$ cat config.mk
export PLATFORM = sky130hd
export DESIGN_NAME = ieeedrv_sd_arbiter
export DESIGN_NICKNAME = d
export VERILOG_FILES = /design/src/rtl/ieeedrv_sd_arbiter.sv
export SDC_FILE = /design/constraint.sdc
export NUM_CORES = 1
export LEC_CHECK = 0
export CELL_PAD_IN_SITES_DETAIL_PLACEMENT = 2
export CELL_PAD_IN_SITES_GLOBAL_PLACEMENT = 2
export CORE_ASPECT_RATIO = 1.75
export CORE_UTILIZATION = 20
export CTS_CLUSTER_DIAMETER = 80
export DETAILED_ROUTE_END_ITERATION = 16
export PLACE_DENSITY = 0.87
export SKIP_LAST_GASP = 1
export SLEW_MARGIN = 10
export SYNTH_ARGS = -nofsm -noshare
export SYNTH_HDL_FRONTEND = slang
export SYNTH_SLANG_ARGS = --single-unit
$ cat constraint.sdc
create_clock -name clk_sys -period 1.7 [get_ports clk_sys]
set_input_delay 0.425 -clock clk_sys [delete_from_list [all_inputs] [get_ports clk_sys]]
set_output_delay 0.425 -clock clk_sys [all_outputs]
set_load 0.01 [all_outputs]
$ cat src/rtl/ieeedrv_sd_arbiter.sv
// Round-robin arbiter that shares one MiSTer SD block-device channel among NREQ drive subunits.
// Define IEEEDRV_SDARB_TIMEOUT_EN to add a TMO_W-bit watchdog on the ISSUE phase (error pulse on expiry).
module ieeedrv_sd_arbiter #(
  parameter int unsigned NREQ  = 2,
  parameter int unsigned TMO_W = 24
) (
  input  logic               clk_sys,
  input  logic               reset,
  input  logic [NREQ-1:0]    req_rd,
  input  logic [NREQ-1:0]    req_wr,
  input  logic [32*NREQ-1:0] req_lba,
  input  logic [6*NREQ-1:0]  req_blk_cnt,
  input  logic [8*NREQ-1:0]  req_buff_din,
  output logic [NREQ-1:0]    req_done,
  output logic [NREQ-1:0]    req_err,
  output logic [NREQ-1:0]    req_buff_wr,
  output logic [31:0]        sd_lba,
  output logic [5:0]         sd_blk_cnt,
  output logic               sd_rd,
  output logic               sd_wr,
  input  logic               sd_ack,
  input  logic               sd_buff_wr,
  output logic [7:0]         sd_buff_din,
  output logic               busy
);
  localparam int unsigned GW = (NREQ > 1) ? $clog2(NREQ) : 1;

  typedef enum logic [1:0] {IDLE, ISSUE, XFER, DONE} state_t;
  state_t state, state_nxt;

  logic [GW-1:0]   ptr, grant, pick, cand;
  logic            any_req;
  logic            dir_wr;
  logic            tmo_hit;
  logic            err_flag;
  logic [NREQ-1:0] req_act;
  logic [31:0]     lba_arr [NREQ];
  logic [5:0]      cnt_arr [NREQ];
  logic [7:0]      din_arr [NREQ];

  for (genvar g = 0; g < NREQ; g++) begin : g_unpack
    assign lba_arr[g] = req_lba[32*g +: 32];
    assign cnt_arr[g] = req_blk_cnt[6*g +: 6];
    assign din_arr[g] = req_buff_din[8*g +: 8];
  end

  assign req_act = req_rd | req_wr;

  // Search starts one past the last served requester so every subunit gets a turn.
  always_comb begin
    any_req = 1'b0;
    pick    = '0;
    cand    = '0;
    for (int unsigned k = 1; k <= NREQ; k++) begin
      cand = GW'((32'(ptr) + k) % NREQ);
      if (!any_req && req_act[cand]) begin
        any_req = 1'b1;
        pick    = cand;
      end
    end
  end

  always_ff @(posedge clk_sys or posedge reset) begin
    if (reset) state <= IDLE;
    else       state <= state_nxt;
  end

  always_comb begin
    state_nxt = state;
    case (state)
      IDLE:    if (any_req) state_nxt = ISSUE;
      ISSUE:   if (sd_ack) state_nxt = XFER;
               else if (tmo_hit) state_nxt = DONE;
      XFER:    if (!sd_ack) state_nxt = DONE;
      DONE:    state_nxt = IDLE;
      default: state_nxt = IDLE;
    endcase
  end

  always_ff @(posedge clk_sys or posedge reset) begin
    if (reset) begin
      ptr        <= '0;
      grant      <= '0;
      sd_lba     <= '0;
      sd_blk_cnt <= '0;
      dir_wr     <= 1'b0;
      sd_rd      <= 1'b0;
      sd_wr      <= 1'b0;
    end else begin
      case (state)
        IDLE: if (any_req) begin
          grant      <= pick;
          sd_lba     <= lba_arr[pick];
          sd_blk_cnt <= cnt_arr[pick];
          dir_wr     <= !req_rd[pick];
        end
        ISSUE: begin
          sd_rd <= !(sd_ack || tmo_hit) && !dir_wr;
          sd_wr <= !(sd_ack || tmo_hit) && dir_wr;
        end
        DONE:    ptr <= grant;
        default: ;
      endcase
    end
  end

`ifdef IEEEDRV_SDARB_TIMEOUT_EN
  logic [TMO_W-1:0] tmo_cnt;

  assign tmo_hit = (state == ISSUE) && (&tmo_cnt);

  // err_flag remembers why DONE was reached so the pulse goes out on req_err instead of req_done.
  always_ff @(posedge clk_sys or posedge reset) begin
    if (reset) begin
      tmo_cnt  <= '0;
      err_flag <= 1'b0;
    end else if (state == ISSUE) begin
      tmo_cnt  <= tmo_cnt + TMO_W'(1);
      err_flag <= tmo_hit && !sd_ack;
    end else begin
      tmo_cnt  <= '0;
    end
  end
`else
  if (TMO_W > 0) begin : g_no_tmo
    assign tmo_hit  = 1'b0;
    assign err_flag = 1'b0;
  end
`endif

  always_comb begin
    req_done    = '0;
    req_err     = '0;
    req_buff_wr = '0;
    sd_buff_din = '0;
    if (state == XFER) begin
      req_buff_wr[grant] = sd_buff_wr;
      sd_buff_din        = din_arr[grant];
    end
    if (state == DONE) begin
      if (err_flag) req_err[grant]  = 1'b1;
      else          req_done[grant] = 1'b1;
    end
  end

  assign busy = (state != IDLE);

endmodule

Word-level counts from Yosys, hierarchy flattened

Index checks and enable logic that the tools add are counted.
W data, S select, Z words.

Bits in registers: 45
Output and inout port bits: 55

Add/subtract/negate cells: 2
Order comparisons: 7
Eq/ne operators: 6
Mux-type cells: 28
Bitwise logic cells: 4
Reduce and logical (&&, ||, !) cells: 12

Operator list:

| kind                  | number |
|---|---|
| $mux W32              | 3 |
| $mux W8               | 4 |
| $mux W6               | 3 |
| $mux W1               | 11 |
| $mux W2               | 5 |
| $lt A1 B2 Y1 const B  | 4 |
| $pmux W2 S4           | 1 |
| $ne A2 B2 Y1 const B  | 3 |
| $eq A2 B2 Y1 const B  | 2 |
| $ge A2 B2 Y1 const B  | 2 |
| $logic_and A1 B1 Y1   | 4 |
| $logic_not A1 Y1      | 4 |
| $not A1 Y2            | 2 |
| $reduce_and A3 Y1     | 1 |
| $add A1 B1 Y1 const B | 2 |
| $and A2 B2 Y2         | 1 |
| $eq A2 B1 Y1 const B  | 1 |
| $logic_not A2 Y1      | 1 |
| $or A2 B2 Y2          | 1 |
| $reduce_and A2 Y1     | 1 |
| $reduce_bool A2 Y1    | 1 |
| $demux W1 S1          | 1 |
| $ge A1 B1 Y1 const B  | 1 |

Logic depth before layout (Yosys ltp)

Gate-level depths: netlist of the first run.

Depth in word-level cells: 11
Mapped depth: 7
Depth with buffers taken out: 5

Worst setup path after synthesis of the first run

Ideal clock, no wire load.

Path type: flip-flop to output port
From: register state[0]
To: output port sd_buff_din[0]
Arrival: 1.123 ns
Setup slack: 0.152 ns
Stages on the path, launching flop included: 5
Cell sequence: dfrtp_1 > inv_1 > ha_1 > clkbuf_1 > nor2b_1

Word-level cells in the longest chain between the ends: 2

Ends and longest elaborated chain:

| item                   | RTL line | RTL |
|---|---|---|
| start, declared        | 29       | `state_t state, state_nxt;` |
| start signal, assigned | 65       | `else state <= state_nxt;` |
| $eq A2 B2 Y1           | 136      | `if (state == XFER) begin` |
| $mux W8                | 136      |  |
| end, declared          | 23       | `output logic [7:0] sd_buff_din,` |

No other way between the ends.

Worst setup path in the final report of the first run

From: register grant
To: output port sd_buff_din[3]

Word-level cells in the longest chain between the ends: 5

Ends and longest elaborated chain:

| item                                        | RTL line | RTL |
|---|---|---|
| start, declared                             | 31       | `logic [GW-1:0] ptr, grant, pick, cand;` |
| start signal, assigned                      | 92       | `grant <= pick;` |
| $not A1 Y2 (implied by the code)            | 138      | `sd_buff_din = din_arr[grant];` |
| $mux W8 (implied by the code) (3 in series) | 138      |  |
| $mux W8                                     | 136      |  |

No other way between the ends. The select of a mux whose other input is x is not followed.

==> impl_results.md, run 1 <==
- Synthesis-stage register bit count: 45
- Initial Utilization: 20.4%
- Status: finished, violations left
- Post-Syn Area per Cell: 8.95 um^2
- Violated checks: setup timing
- Clk buf depth: 2
- CP Class: reg2out
- Synth area leaders: dfrtp_1 44%, a31oi_1 9.4%, a21oi_1 7.9%
- Clock-pin slew on the worst setup and hold paths: 0.07 ns
- Total of max-cap violations: 0
- Ports: 155
- Synth top area share: 44.4%
- Drt initial violations: 75
- Die area: 13100 um^2
- Vias: 3050
- Yosys warns: 0
- First-pass GRT wire length: 18100 um
- Via density: 4.80
- # H-tree levels: 2
- Register area share after synthesis: 44.4%
- Routed len/inst: 22.6 um
- Final setup margin: -0.152 ns
- CTS tree: yes
- Setup violations, final: 54
- Lkg Pwr: 2.04 nW
- TritonCTS buffer count: 5
- Clock skew after layout: 0.00537 ns
- Crit path time final: 1.85 ns
- RR Startpoint: state[0]
- Final hold vios: 0
- Leading cell type in the layout, fill and taps excluded: clkdlybuf4s50_1
- Crit-path max FO: 7
- Post-synthesis mux area share: 4.49%
- Die X: 87.1 um
- Root Buffer Master: clkbuf_16
- Final Cycle Share: 109%
- Critical Path AT: 1.43 ns
- Fillers: 1298
- Largest net degree at the start of global routing: 46
- Initial antenna violation count: 0
- Top FF cell, synth: dfrtp_1
- Worst slew margin: 64.8%
- Register area: 1130 um^2
- Die height: 151 um
- Final number of max-transition violations: 0
- Post-Route WL: 14300 um
- Skew-Pair Late Insertion Delay: 0.28 ns
- Post-synthesis cell area: 2530 um^2
- Row cnt: 54
- Final #Nets: 573
- Slew at the pin with the worst max-slew slack: 0.521 ns
- Simple-gate area share of the yosys netlist: 11.7%
- Xor/xnor cell area share of the yosys netlist: 0%
- Largest area contributor in the netlist: dfrtp_1
- GPL Wtd Cong: 0.770
- Post-DP HPWL: 8780 um
- Layout Cells excl Fill: 636
- Drt pass-1 iters: 4
- Kind of end point of the critical path: output port
- Post-synth EDFFs: 0
- Core area: 12400 um^2
- RSZ-0062 raised after global routing: true
- Worst VDD drop: 0.641 mV
- Post-synthesis cell count: 283
- P&R area growth vs syn: 114%
- Synth cell types: 31
- Most frequent cells in the layout: 134 x clkdlybuf4s50_1, 44 x dfrtp_1, 31 x o21ai_0
- Final core occ: 43.6%
- Largest family of logic cells by synthesized area: compound AO/OA/AOI/OAI gates
- Fmax: 540 MHz
- CTS Sinks: 45
- Diodes inserted: 0
- Share of cells above drive strength 1: 34.0%
- Compound-Gate Fraction of Synth Area: 28.9%
- Ys async rst share: 100%
- Startpoint Class: flip-flop
- Multi-input gate area: 1770 um^2
- Remaining routing DRC violations: 0
- Critical Path RT: 1.27 ns
- Worst hold path class: in2async
- Antenna Nets Post-Route: 0
- Adder-cell share of the synthesized area: 2.47%
- CP Launch Point: grant
- Tot GR Track Use: 18.4%
- Pre-CTS setup slack: -0.453 ns
- Port bufs: 152
- Power per cell area: 1780 nW/um^2
- Remaining global-route overflow: 0
- Placed insts: 605
- Vias in the first global route: 3447
==> metrics by stage <==
stage | TNS [ns] | hold WS (ns) | total power [mW] | cell area (um^2)
finish | -3.67 | 0.507 | 9.64 | 5430
global route | -6.80 | 0.531 | 10.1 | 5430
CTS | -0.459 | 0.508 | 8.09 | 4730
detailed placement | -18.51 | 0.504 | 6.69 | 4440
global placement | -15.28 | 0.501 | 6.42 | 4440
floorplan | 0 | 0.485 | 4.18 | 2540
==> per-layer routing <==
layer	GRT usage, %	share of wire [%]	routed length, um
met5	0	0	0
met4	9.42	3.7	531
met3	2.45	3.1	444
met2	37.7	59	8540
met1	16.9	34	4840
==> cell families (layout without fill, tap and decap cells) <==
| logic type | count (synthesis) | count (layout) |
|---|---|---|
| flops | 45 | 45 |
| mux | 11 | 11 |
| fa+ha+maj | 5 | 5 |
| simple gates | 61 | 61 |
| other cells | 1 | 2 |
| buf+inv | 34 | 218 |
| compound gates | 126 | 126 |
==> final timing paths <==
| path | end | cells after the start | slack [ns] |
|---|---|---|---|
| worst min-delay path | sd_lba[14] | 3 | 0.51 |
| worst max register to register | sd_lba[14] | 10 | -0.14 |
| worst min register to register | sd_lba[8] | 2 | 0.53 |
| worst max-delay path | sd_buff_din[3] | 5 | -0.15 |
| min in group clk_sys | sd_lba[8] | 2 | 0.53 |
| max in group asynchronous | grant | 3 | 0.94 |
==> worst max-delay path, stage by stage (launching register included) <==
cell     delay [ns]
dfrtp_2        0.47
buf_12         0.17
buf_6          0.11
mux2i_1        0.12
nor2b_1        0.11
buf_2          0.15
==> sequential cells by signal (all words and copies together) (netlist names) <==
register,count
grant,1
sd_wr,1
sd_lba,32
sd_blk_cnt,6
ptr,1
state,2
dir_wr,1
sd_rd,1
==> cell type report <==
cell class              count  area share [%]
inverters                   5           0.392
clock buffers               7            2.63
repair buffers            206            39.7
well taps                 168            3.87
flip-flops and latches     45            20.8
multi-input cells         205            32.6
==> report_power, final <==
part | switching (mW) | internal, mW | leakage (nW)
registers | 0.452 | 1.63 | 0.509
clock network | 0.410 | 0.579 | 0.0700
logic | 3.08 | 3.48 | 1.46
total | 3.94 | 5.69 | 2.04
==> cell usage after synthesis, types with 6 or more instances <==
library cell / n
a31oi_1: 38
buf_6: 6
o21ai_1: 8
nor2_1: 33
nor2b_1: 10
buf_2: 12
o21ai_0: 31
mux2i_1: 8
clkbuf_1: 8
a21oi_1: 40
dfrtp_1: 45
nor2_2: 10
==> repair_timing <==
item,4_1_cts,5_1_grt
pin swaps,1,14
cloned,1,5
resized for setup,81,93
setup buffers,9,9
hold buffers,0,0
endpoints found under the setup margin,53,40
hold endpoints to repair,0,0
Note: power is estimated with default switching activity, not from simulation.
==> run 2, diff against run 1 <==
--- a/config.mk
+++ b/config.mk
@@ -5,6 +5,7 @@
 export SDC_FILE = /design/constraint.sdc
 export NUM_CORES = 1
 export LEC_CHECK = 0
+export CAP_MARGIN = 15
 export CELL_PAD_IN_SITES_DETAIL_PLACEMENT = 2
 export CELL_PAD_IN_SITES_GLOBAL_PLACEMENT = 2
 export CORE_ASPECT_RATIO = 1.75
==> results of run 2 <==
Final layout, timing and power as in run 1 (identical DEF).
